[config.mk]
export PLATFORM = sky130hd
export DESIGN_NAME = mat_job_ctrl_flat
export DESIGN_NICKNAME = d
export VERILOG_FILES = /design/src/rtl/mat_job_ctrl_if.sv /design/src/rtl/mat_job_ctrl.sv /design/src/flat_wrapper.sv
export SDC_FILE = /design/constraint.sdc
export NUM_CORES = 1
export LEC_CHECK = 0
export ABC_CLOCK_PERIOD_IN_PS = 7700
export CAP_MARGIN = 20
export CORE_AREA = 2 2 205 106
export DETAILED_ROUTE_END_ITERATION = 10
export DIE_AREA = 0 0 207 108
export SYNTH_ARGS = -nofsm -noshare
export SYNTH_HDL_FRONTEND = slang
export SYNTH_SLANG_ARGS = --single-unit
[constraint.sdc]
create_clock -name clk -period 7.7 [get_ports clk]
set_input_delay 2.31 -clock clk [delete_from_list [all_inputs] [get_ports clk]]
set_output_delay 2.31 -clock clk [all_outputs]
set_load 0.05 [all_outputs]
[src/rtl/mat_job_ctrl_if.sv]
// Byte-stream, transmitter and multiplier signals of mat_job_ctrl grouped as one bundle.
// master = the controller, slave = the UART/multiplier side.
interface mat_job_ctrl_if;
  logic [7:0]  rx_byte;
  logic        rx_valid;
  logic [7:0]  tx_byte;
  logic        tx_start;
  logic        tx_busy;
  logic [31:0] a_flat;
  logic [31:0] b_flat;
  logic [31:0] c_flat;
  logic        mm_start;
  logic        done;
  logic        err;

  modport master (
    input  rx_byte, rx_valid, tx_busy, c_flat,
    output tx_byte, tx_start, a_flat, b_flat, mm_start, done, err
  );

  modport slave (
    output rx_byte, rx_valid, tx_busy, c_flat,
    input  tx_byte, tx_start, a_flat, b_flat, mm_start, done, err
  );
endinterface

[src/rtl/mat_job_ctrl.sv]
// 2x2 matrix job controller: parses FF/sel/job/4-element packets, launches the multiplier, replies FF,job,c11..c22.
// Reply bytes wait on tx_busy; define MAT_JOB_CHECKSUM_EN for a trailing XOR byte in both directions.
module mat_job_ctrl #(
  parameter int MM_LATENCY = 2,
  parameter int RX_TIMEOUT = 1200000
) (
  input logic            clk,
  input logic            rst,
  mat_job_ctrl_if.master bus
);
  localparam int              TMO_W   = $clog2(RX_TIMEOUT + 1);
  localparam logic [TMO_W-1:0] TMO_MAX = TMO_W'(RX_TIMEOUT);
  localparam logic [3:0]      LAT     = 4'(MM_LATENCY);
`ifdef MAT_JOB_CHECKSUM_EN
  localparam logic [2:0]      TX_LAST = 3'd6;
`else
  localparam logic [2:0]      TX_LAST = 3'd5;
`endif

  typedef enum logic [2:0] {S_IDLE, S_SEL, S_JOB, S_LOAD, S_MUL_WAIT, S_TX} state_t;

  state_t            state_q, state_d;
  logic              sel_q, sel_d;
  logic [7:0]        job_id_q, job_id_d;
  logic              a_valid_q, a_valid_d;
  logic [1:0]        idx_q, idx_d;
  logic [31:0]       stage_q, stage_d;
  logic [3:0]        lat_q, lat_d;
  logic [TMO_W-1:0]  tmo_q, tmo_d;
  logic [31:0]       c_q, c_d;
  logic [2:0]        tx_idx_q, tx_idx_d;
  logic              tx_start_q, tx_start_d;
  logic [7:0]        tx_byte_q, tx_byte_d;
  logic              mm_start_q, mm_start_d;
  logic              done_q, done_d;
  logic              err_q, err_d;
  logic [31:0]       a_flat_q, a_flat_d;
  logic [31:0]       b_flat_q, b_flat_d;
`ifdef MAT_JOB_CHECKSUM_EN
  logic [7:0]        xsum_q, xsum_d;
  logic              chk_pend_q, chk_pend_d;
`endif

  logic        rx_wait, timeout, job_ok, lat_hit, tx_acc;
  logic        load_data, load_end, load_ok;
  logic [31:0] stage_wr, commit_val;
  logic [7:0]  tx_mux;

  assign rx_wait = (state_q == S_SEL) || (state_q == S_JOB) || (state_q == S_LOAD);
  assign timeout = rx_wait && !bus.rx_valid && (tmo_q == TMO_MAX);
  assign job_ok  = !sel_q || ((bus.rx_byte == job_id_q) && a_valid_q);
  assign lat_hit = (lat_q == LAT);
  assign tx_acc  = tx_start_q && !bus.tx_busy;

  always_comb begin
    stage_wr = stage_q;
    case (idx_q)
      2'd0:    stage_wr[31:24] = bus.rx_byte;
      2'd1:    stage_wr[23:16] = bus.rx_byte;
      2'd2:    stage_wr[15:8]  = bus.rx_byte;
      default: stage_wr[7:0]   = bus.rx_byte;
    endcase
  end

  // Elements are staged and only committed once the packet is known good.
`ifdef MAT_JOB_CHECKSUM_EN
  assign load_data  = bus.rx_valid && !chk_pend_q;
  assign load_end   = bus.rx_valid && chk_pend_q;
  assign load_ok    = (bus.rx_byte == xsum_q);
  assign commit_val = stage_q;
`else
  assign load_data  = bus.rx_valid;
  assign load_end   = bus.rx_valid && (idx_q == 2'd3);
  assign load_ok    = 1'b1;
  assign commit_val = stage_wr;
`endif

  always_comb begin
    case (tx_idx_q)
      3'd0:    tx_mux = 8'hFF;
      3'd1:    tx_mux = job_id_q;
      3'd2:    tx_mux = c_q[31:24];
      3'd3:    tx_mux = c_q[23:16];
      3'd4:    tx_mux = c_q[15:8];
      3'd5:    tx_mux = c_q[7:0];
`ifdef MAT_JOB_CHECKSUM_EN
      3'd6:    tx_mux = job_id_q ^ c_q[31:24] ^ c_q[23:16] ^ c_q[15:8] ^ c_q[7:0];
`endif
      default: tx_mux = 8'h00;
    endcase
  end

  always_ff @(posedge clk or posedge rst) begin
    if (rst) state_q <= S_IDLE;
    else     state_q <= state_d;
  end

  always_comb begin
    state_d = state_q;
    case (state_q)
      S_IDLE:     if (bus.rx_valid && (bus.rx_byte == 8'hFF)) state_d = S_SEL;
      S_SEL: begin
        if (timeout)           state_d = S_IDLE;
        else if (bus.rx_valid) state_d = (bus.rx_byte[7:1] == 7'd0) ? S_JOB : S_IDLE;
      end
      S_JOB: begin
        if (timeout)           state_d = S_IDLE;
        else if (bus.rx_valid) state_d = job_ok ? S_LOAD : S_IDLE;
      end
      S_LOAD: begin
        if (timeout)       state_d = S_IDLE;
        else if (load_end) state_d = (load_ok && sel_q) ? S_MUL_WAIT : S_IDLE;
      end
      S_MUL_WAIT: if (lat_hit) state_d = S_TX;
      S_TX:       if (tx_acc && (tx_idx_q == TX_LAST)) state_d = S_IDLE;
      default:    state_d = S_IDLE;
    endcase
  end

  always_comb begin
    sel_d      = sel_q;
    job_id_d   = job_id_q;
    a_valid_d  = a_valid_q;
    idx_d      = idx_q;
    stage_d    = stage_q;
    lat_d      = lat_q;
    c_d        = c_q;
    tx_idx_d   = tx_idx_q;
    tx_start_d = tx_start_q;
    tx_byte_d  = tx_byte_q;
    a_flat_d   = a_flat_q;
    b_flat_d   = b_flat_q;
    mm_start_d = 1'b0;
    done_d     = 1'b0;
    err_d      = timeout;
`ifdef MAT_JOB_CHECKSUM_EN
    xsum_d     = xsum_q;
    chk_pend_d = chk_pend_q;
`endif
    tmo_d = '0;
    if (rx_wait && !bus.rx_valid) tmo_d = (tmo_q == TMO_MAX) ? tmo_q : tmo_q + 1'b1;

    case (state_q)
      S_SEL: if (bus.rx_valid) begin
        if (bus.rx_byte[7:1] == 7'd0) begin
          sel_d = bus.rx_byte[0];
`ifdef MAT_JOB_CHECKSUM_EN
          xsum_d = bus.rx_byte;
`endif
        end else begin
          err_d = 1'b1;
        end
      end
      S_JOB: if (bus.rx_valid) begin
        idx_d = 2'd0;
`ifdef MAT_JOB_CHECKSUM_EN
        xsum_d     = xsum_q ^ bus.rx_byte;
        chk_pend_d = 1'b0;
`endif
        if (!sel_q) begin
          job_id_d  = bus.rx_byte;
          a_valid_d = 1'b0;
        end else if (!job_ok) begin
          err_d     = 1'b1;
          a_valid_d = 1'b0;
        end
      end
      S_LOAD: begin
        if (load_data) begin
          stage_d = stage_wr;
          idx_d   = idx_q + 2'd1;
`ifdef MAT_JOB_CHECKSUM_EN
          xsum_d = xsum_q ^ bus.rx_byte;
          if (idx_q == 2'd3) chk_pend_d = 1'b1;
`endif
        end
        if (load_end) begin
          if (!load_ok) begin
            err_d = 1'b1;
          end else if (!sel_q) begin
            a_flat_d  = commit_val;
            a_valid_d = 1'b1;
          end else begin
            b_flat_d   = commit_val;
            mm_start_d = 1'b1;
            lat_d      = 4'd0;
          end
        end
      end
      S_MUL_WAIT: begin
        if (lat_hit) begin
          c_d        = bus.c_flat;
          a_valid_d  = 1'b0;
          tx_idx_d   = 3'd0;
          tx_start_d = 1'b0;
        end else begin
          lat_d = lat_q + 4'd1;
        end
      end
      S_TX: begin
        // Drop tx_start for one cycle after each accepted byte before presenting the next.
        if (tx_acc) begin
          tx_start_d = 1'b0;
          tx_idx_d   = tx_idx_q + 3'd1;
          if (tx_idx_q == TX_LAST) done_d = 1'b1;
        end else if (!tx_start_q) begin
          tx_start_d = 1'b1;
          tx_byte_d  = tx_mux;
        end
      end
      default: ;
    endcase
  end

  always_ff @(posedge clk or posedge rst) begin
    if (rst) begin
      sel_q      <= 1'b0;
      job_id_q   <= 8'h00;
      a_valid_q  <= 1'b0;
      idx_q      <= 2'd0;
      stage_q    <= '0;
      lat_q      <= 4'd0;
      tmo_q      <= '0;
      c_q        <= '0;
      tx_idx_q   <= 3'd0;
      tx_start_q <= 1'b0;
      tx_byte_q  <= 8'h00;
      mm_start_q <= 1'b0;
      done_q     <= 1'b0;
      err_q      <= 1'b0;
      a_flat_q   <= '0;
      b_flat_q   <= '0;
`ifdef MAT_JOB_CHECKSUM_EN
      xsum_q     <= 8'h00;
      chk_pend_q <= 1'b0;
`endif
    end else begin
      sel_q      <= sel_d;
      job_id_q   <= job_id_d;
      a_valid_q  <= a_valid_d;
      idx_q      <= idx_d;
      stage_q    <= stage_d;
      lat_q      <= lat_d;
      tmo_q      <= tmo_d;
      c_q        <= c_d;
      tx_idx_q   <= tx_idx_d;
      tx_start_q <= tx_start_d;
      tx_byte_q  <= tx_byte_d;
      mm_start_q <= mm_start_d;
      done_q     <= done_d;
      err_q      <= err_d;
      a_flat_q   <= a_flat_d;
      b_flat_q   <= b_flat_d;
`ifdef MAT_JOB_CHECKSUM_EN
      xsum_q     <= xsum_d;
      chk_pend_q <= chk_pend_d;
`endif
    end
  end

  assign bus.tx_byte  = tx_byte_q;
  assign bus.tx_start = tx_start_q;
  assign bus.mm_start = mm_start_q;
  assign bus.done     = done_q;
  assign bus.err      = err_q;
  assign bus.a_flat   = a_flat_q;
  assign bus.b_flat   = b_flat_q;
endmodule

[src/flat_wrapper.sv]
// flat-port wrapper written by rule: the top's interface ports become plain ports
module mat_job_ctrl_flat 
#(
  parameter int MM_LATENCY = 2,
  parameter int RX_TIMEOUT = 1200000
)
  (clk, rst, bus_rx_byte, bus_rx_valid, bus_tx_busy, bus_c_flat, bus_tx_byte, bus_tx_start, bus_a_flat, bus_b_flat, bus_mm_start, bus_done, bus_err);
  mat_job_ctrl_if bus_i ();
  input logic clk;
  input logic rst;
  input wire logic [$bits(bus_i.rx_byte)-1:0] bus_rx_byte;
  input wire logic [$bits(bus_i.rx_valid)-1:0] bus_rx_valid;
  input wire logic [$bits(bus_i.tx_busy)-1:0] bus_tx_busy;
  input wire logic [$bits(bus_i.c_flat)-1:0] bus_c_flat;
  output wire logic [$bits(bus_i.tx_byte)-1:0] bus_tx_byte;
  output wire logic [$bits(bus_i.tx_start)-1:0] bus_tx_start;
  output wire logic [$bits(bus_i.a_flat)-1:0] bus_a_flat;
  output wire logic [$bits(bus_i.b_flat)-1:0] bus_b_flat;
  output wire logic [$bits(bus_i.mm_start)-1:0] bus_mm_start;
  output wire logic [$bits(bus_i.done)-1:0] bus_done;
  output wire logic [$bits(bus_i.err)-1:0] bus_err;
  assign bus_i.rx_byte = bus_rx_byte;
  assign bus_i.rx_valid = bus_rx_valid;
  assign bus_i.tx_busy = bus_tx_busy;
  assign bus_i.c_flat = bus_c_flat;
  assign bus_tx_byte = bus_i.tx_byte;
  assign bus_tx_start = bus_i.tx_start;
  assign bus_a_flat = bus_i.a_flat;
  assign bus_b_flat = bus_i.b_flat;
  assign bus_mm_start = bus_i.mm_start;
  assign bus_done = bus_i.done;
  assign bus_err = bus_i.err;
  mat_job_ctrl #(.MM_LATENCY(MM_LATENCY), .RX_TIMEOUT(RX_TIMEOUT)) u_core (.clk(clk), .rst(rst), .bus(bus_i));
endmodule
* After elaboration in Yosys (flattened, before gate mapping)
Cells that the tools add are included.
Storage, ports and cells: output and inout port bits 76, bits in registers 183, input port bits 44, logic and storage cells 142
Operators by class: add/subtract/negate cells 4, reductions and logical operators 35, bitwise gates (word level) 3, eq/ne operators 32, muxes and demuxes 51
Operators with widths (count):
- 8-bit case mux with 6 select lines | 1
- 21-bit two-way mux | 2
- 3-bit two-way mux | 12
- 8-bit two-way mux | 4
- 21-bit by 1-bit adder with 21-bit output (second input constant) | 1
- 21-bit == test (second input constant) | 1
- 3-bit AND reduction | 7
- 1-bit two-way mux | 18
- 3-bit case mux with 6 select lines | 1
- 3-bit by 2-bit == test with 1-bit output (second input constant) | 4
- 3-bit == test (second input constant) | 4
- 4-bit two-way mux | 3
- 2-bit by 1-bit != test with 1-bit output (second input constant) | 6
- 6-bit AND reduction | 2
- 2-bit != test (second input constant) | 5
- 8-bit == test | 1
- 8-bit == test (second input constant) | 1
- 2-bit two-way mux | 4
- 4-bit case mux with 2 select lines | 1
- 1-bit logical AND | 7
- 7-bit zero test | 1
- 3-bit by 1-bit == test with 1-bit output (second input constant) | 2
- 3-bit zero test | 2
- 3-bit by 2-bit != test with 1-bit output (second input constant) | 2
- other kinds (21) | 33

* Depth between registers and ports, before layout
depth in word-level cells 9, mapped depth 9, mapped depth without buffers 8

* Least setup slack after synthesis
Ideal clock, no wire load.
path type input to register, from input bus_rx_valid, to register u_core.sel_q, buffers on the path 1, arrival 3.586 ns, required time 7.575 ns, library setup time 0.125 ns, path slack 3.989 ns, stages on the path 6, cells stage by stage or3_1 -> clkbuf_1 -> nor3_2 -> o311a_2 -> nand4_2 -> mux2_4
Between the ends: word-level cells in the longest chain between the ends 1
RTL lines:
- start, declared | line flat_wrapper.sv:12 | input wire logic [$bits(bus_i.rx_valid)-1:0] bus_rx_valid;
- 3-bit AND reduction (no line)
- end signal, assigned | line mat_job_ctrl.sv:238 | sel_q <= sel_d;
- end, declared | line mat_job_ctrl.sv:23 | logic sel_q, sel_d;
Every way passes these cells. A chain may end at the register's enable or synchronous reset.

* Worst setup path after layout
from input bus_rx_valid, to register u_core.a_flat_q[0], in the netlist u_core.bus.a_flat[0]
Between the ends: word-level cells in the longest chain between the ends 2
RTL lines:
- 1-bit logical AND | line mat_job_ctrl.sv:73 | assign load_end = bus.rx_valid && (idx_q == 2'd3);
- 3-bit AND reduction (no line)
- end signal, assigned | line mat_job_ctrl.sv:252 | a_flat_q <= a_flat_d;
- end, declared | line mat_job_ctrl.sv:37 | logic [31:0] a_flat_q, a_flat_d;
Every way passes these cells.

==> results.yml <==
logic_synthesis:
  ys.flop_type: "dfrtp_1"
  syn_area_per_cell_um2: 11.2
  ys_ff_latch: 183
  synth_top_area_frac: 0.565
  ys_warn_count: 0
  yosys-top-cells-count: "dfrtp_1 (183), mux2_2 (73), nand2_1 (68)"
  synth_nets: 782
  yosysMostFrequentCell: "dfrtp_1"
  synth_top_area_cell: "dfrtp_1"
  post_synth_num_cell_types: 50
  synth-seq-area-share: 0.565
  synth_cells: 724
  ys_async_sr_fraction: 1.00
  synthTopCellsByArea: "dfrtp_1 (57%), mux2_2 (10%), mux2i_1 (4.1%), o21ai_0 (3.6%), nand2_1 (3.1%)"
  synth_area_um2: 8100
  synth_edf_count: 0
drt:
  dr.first_iter.drc_count: 356
  via_count: 5593
  avgViaCountPerCell: 5.05
  dr.pass1.iters: 4
  antenna_left: 0
  routed_wl_um: 18200
  drcViolationCount: 0
  wire_per_inst_um: 16.5
sta:
  hold_viol: 0
  layout_worst_path_cycle_share: 0.589
  skew_ps: 9.36
  setup_tns_ps: 0
  period_minus_slack_ps: 4530
  fin_hold_ws_ps: 480
  slew_headroom: 0.343
  tightest_slew_ps: 986
  max_clock_freq_mhz: 221
  setup_viol: 0
  rsz0062_at_grt: "false"
  maxSlewViolCount: 0
cells_and_area:
  drive_above_1_share: 0.143
  antenna_cells: 0
  multi_input_area_um2: 3290
  syn_to_final_growth_pct: 24.5
  seq_area_um2: 4580
  nets: 880
  finish.utilization: 0.496
  fillCellCount: 1871
cts:
  cts_tree: "yes"
  cts_resized: 0
  clkSinkCount: 183
  clock_path_buffers: 2
  root_buffer: "clkbuf_16"
  cts.htree.levels: 4
  cts-hold-fix-buffers: 0
  clk_latency_ps: 420
  cts-buffers-inserted: 17
  postCtsSetupRepairBufs: 0
  clkTransAtPathRegs_ps: 70
power:
  ir_drop_v: 0.000183
  leakage_nw: 4.36
  intPower_mw: 2.11
  seq_power_share: 0.406
  finalPower_mw: 3.32
  power.density_nw_per_um2: 329
  p_switching_mw: 1.21
  switching_share: 0.364
  p_clk_frac: 0.262
  combPwrFrac: 0.332
floorplanning:
  rows: 37
  num_io_pins: 120
  chipWidth_um: 207
  die_area_um2: 22400
  fp.dieH_um: 108
  initial_core_util: 0.398
  placeableCoreArea_um2: 20400
setup_path:
  r2r_start: "u_core.state_q[2]"
  cp-start-kind: "primary input"
  rr_worst_depth: 7
  rr_endpoint: "u_core.bus.a_flat[0]"
  worstPathRequired_ps: 8060
  arrival_ps: 4890
  end_kind: "flip-flop"
  rrSetupSlack_ps: 5050
  worst-setup-path-type: "in -> reg"
  crit_path_max_fanout: 40
global_routing:
  antenna_found_initial: 0
  grt_pass1_wl_um: 29800
  grt_pass1_vias: 5721
  grt_max_degree: 109
  track_usage: 0.167
  overflow: 0
worst_hold_path:
  hp-class: "reg -> reg"
  worst_hold_path.endpoint: "u_core.bus.b_flat[13]"
  hp-start: "u_core.bus.b_flat[13]"
  hold_depth: 2
place:
  hpwl_um: 12500
  gp_congestion: 0.804
  io_buffers: 119
job:
  maxCapViolations: 0
outcome:
  status: "complete, no violations"
==> per-stage QoR <==
step	cells	setup WS [ps]	cell area, um^2
3_5_place_dp	1076	2690	9520
3_3_place_gp	1075	2710	9490
5_1_grt	1107	2880	10100
6_report	1107	3170	10100
2_1_floorplan	724	418	8100
4_1_cts	1107	3170	10100
==> sequential cells by signal (all words and copies together), names as in the netlist, 4 cells and up <==
signal / flops
u_core.job_id_q: 8
u_core.bus.tx_byte: 8
u_core.tmo_q: 21
u_core.c_q: 32
u_core.stage_q: 32
u_core.bus.b_flat: 32
u_core.lat_q: 4
u_core.bus.a_flat: 32
==> layout by cell type (no fill, tap or decap), types with 5 or more instances in the layout <==
cell             instances
xor2_1                  17
a21oi_1                 47
nand4_1                  8
nor2_1                  60
ha_1                    14
a221oi_1                 5
inv_6                    7
dfrtp_1                183
o21ai_0                 59
nand3_1                 20
inv_1                   15
a22oi_1                  5
nand2_1                 68
clkbuf_16               17
nor3_1                   6
xnor2_1                  7
clkdlybuf4s50_1        119
mux2i_1                 33
mux2_2                  73
or3_1                    9
==> how the worst max path moves through the flow <==
stage                                       end  depth (start not counted)          from  slack [ps]
after floorplan                u_core.a_valid_q                          1           rst         420
after global placement          u_core.lat_q[1]                          6  bus_rx_valid        2710
after detailed placement  u_core.bus.a_flat[29]                          8  bus_rx_valid        2690
after CTS                 u_core.bus.a_flat[26]                          8  bus_rx_valid        3170
after global routing      u_core.bus.a_flat[24]                          8  bus_rx_valid        2880
final                      u_core.bus.a_flat[0]                          8  bus_rx_valid        3170
==> area by class of cell <==
class / count / share of cell area
Inverter: 16 / 0.00645
Clock inverter: 13 / 0.0143
Tap cell: 273 / 0.0338
Sequential cell: 183 / 0.454
Multi-Input combinational cell: 480 / 0.326
Timing Repair Buffer: 124 / 0.124
Clock buffer: 18 / 0.0425
==> power by group through the flow <==
stage	combinational (mW)	clock, mW	sequential [mW]
2_1_floorplan	0.486	0	1.64
3_3_place_gp	1.10	0	1.36
3_5_place_dp	1.11	0	1.36
4_1_cts	1.12	0.893	1.35
5_1_grt	1.19	0.935	1.38
6_report	1.10	0.870	1.35
==> layer usage <==
| layer | track usage | vias to the layer above | part of all wire |
|---|---|---|---|
| li1 | - | 2710 | - |
| met1 | 0.234 | 2782 | 0.50 |
| met2 | 0.269 | 84 | 0.46 |
| met3 | 0.0305 | 17 | 0.031 |
| met4 | 0.0485 | 0 | 0.0089 |
| met5 | 0 | - | 0 |
==> kinds of logic after synthesis <==
logic type	synth area share
AND/OR/NAND/NOR	0.118
flip-flops	0.565
AO/OA/AOI/OAI	0.0945
multiplexers	0.144
buffers and inverters	0.0310
XOR/XNOR	0.0259
adder cells (fa/ha/maj)	0.0216
==> worst max-delay path, stage by stage <==
cell and delay [ps]:
clkdlybuf4s50_1 590, nand3b_1 210, nor2_1 410, nand2_1 160, nor2_4 490, buf_4 460, nor2_1 100, a21oi_1 120
(Power assumes the default switching activity.)
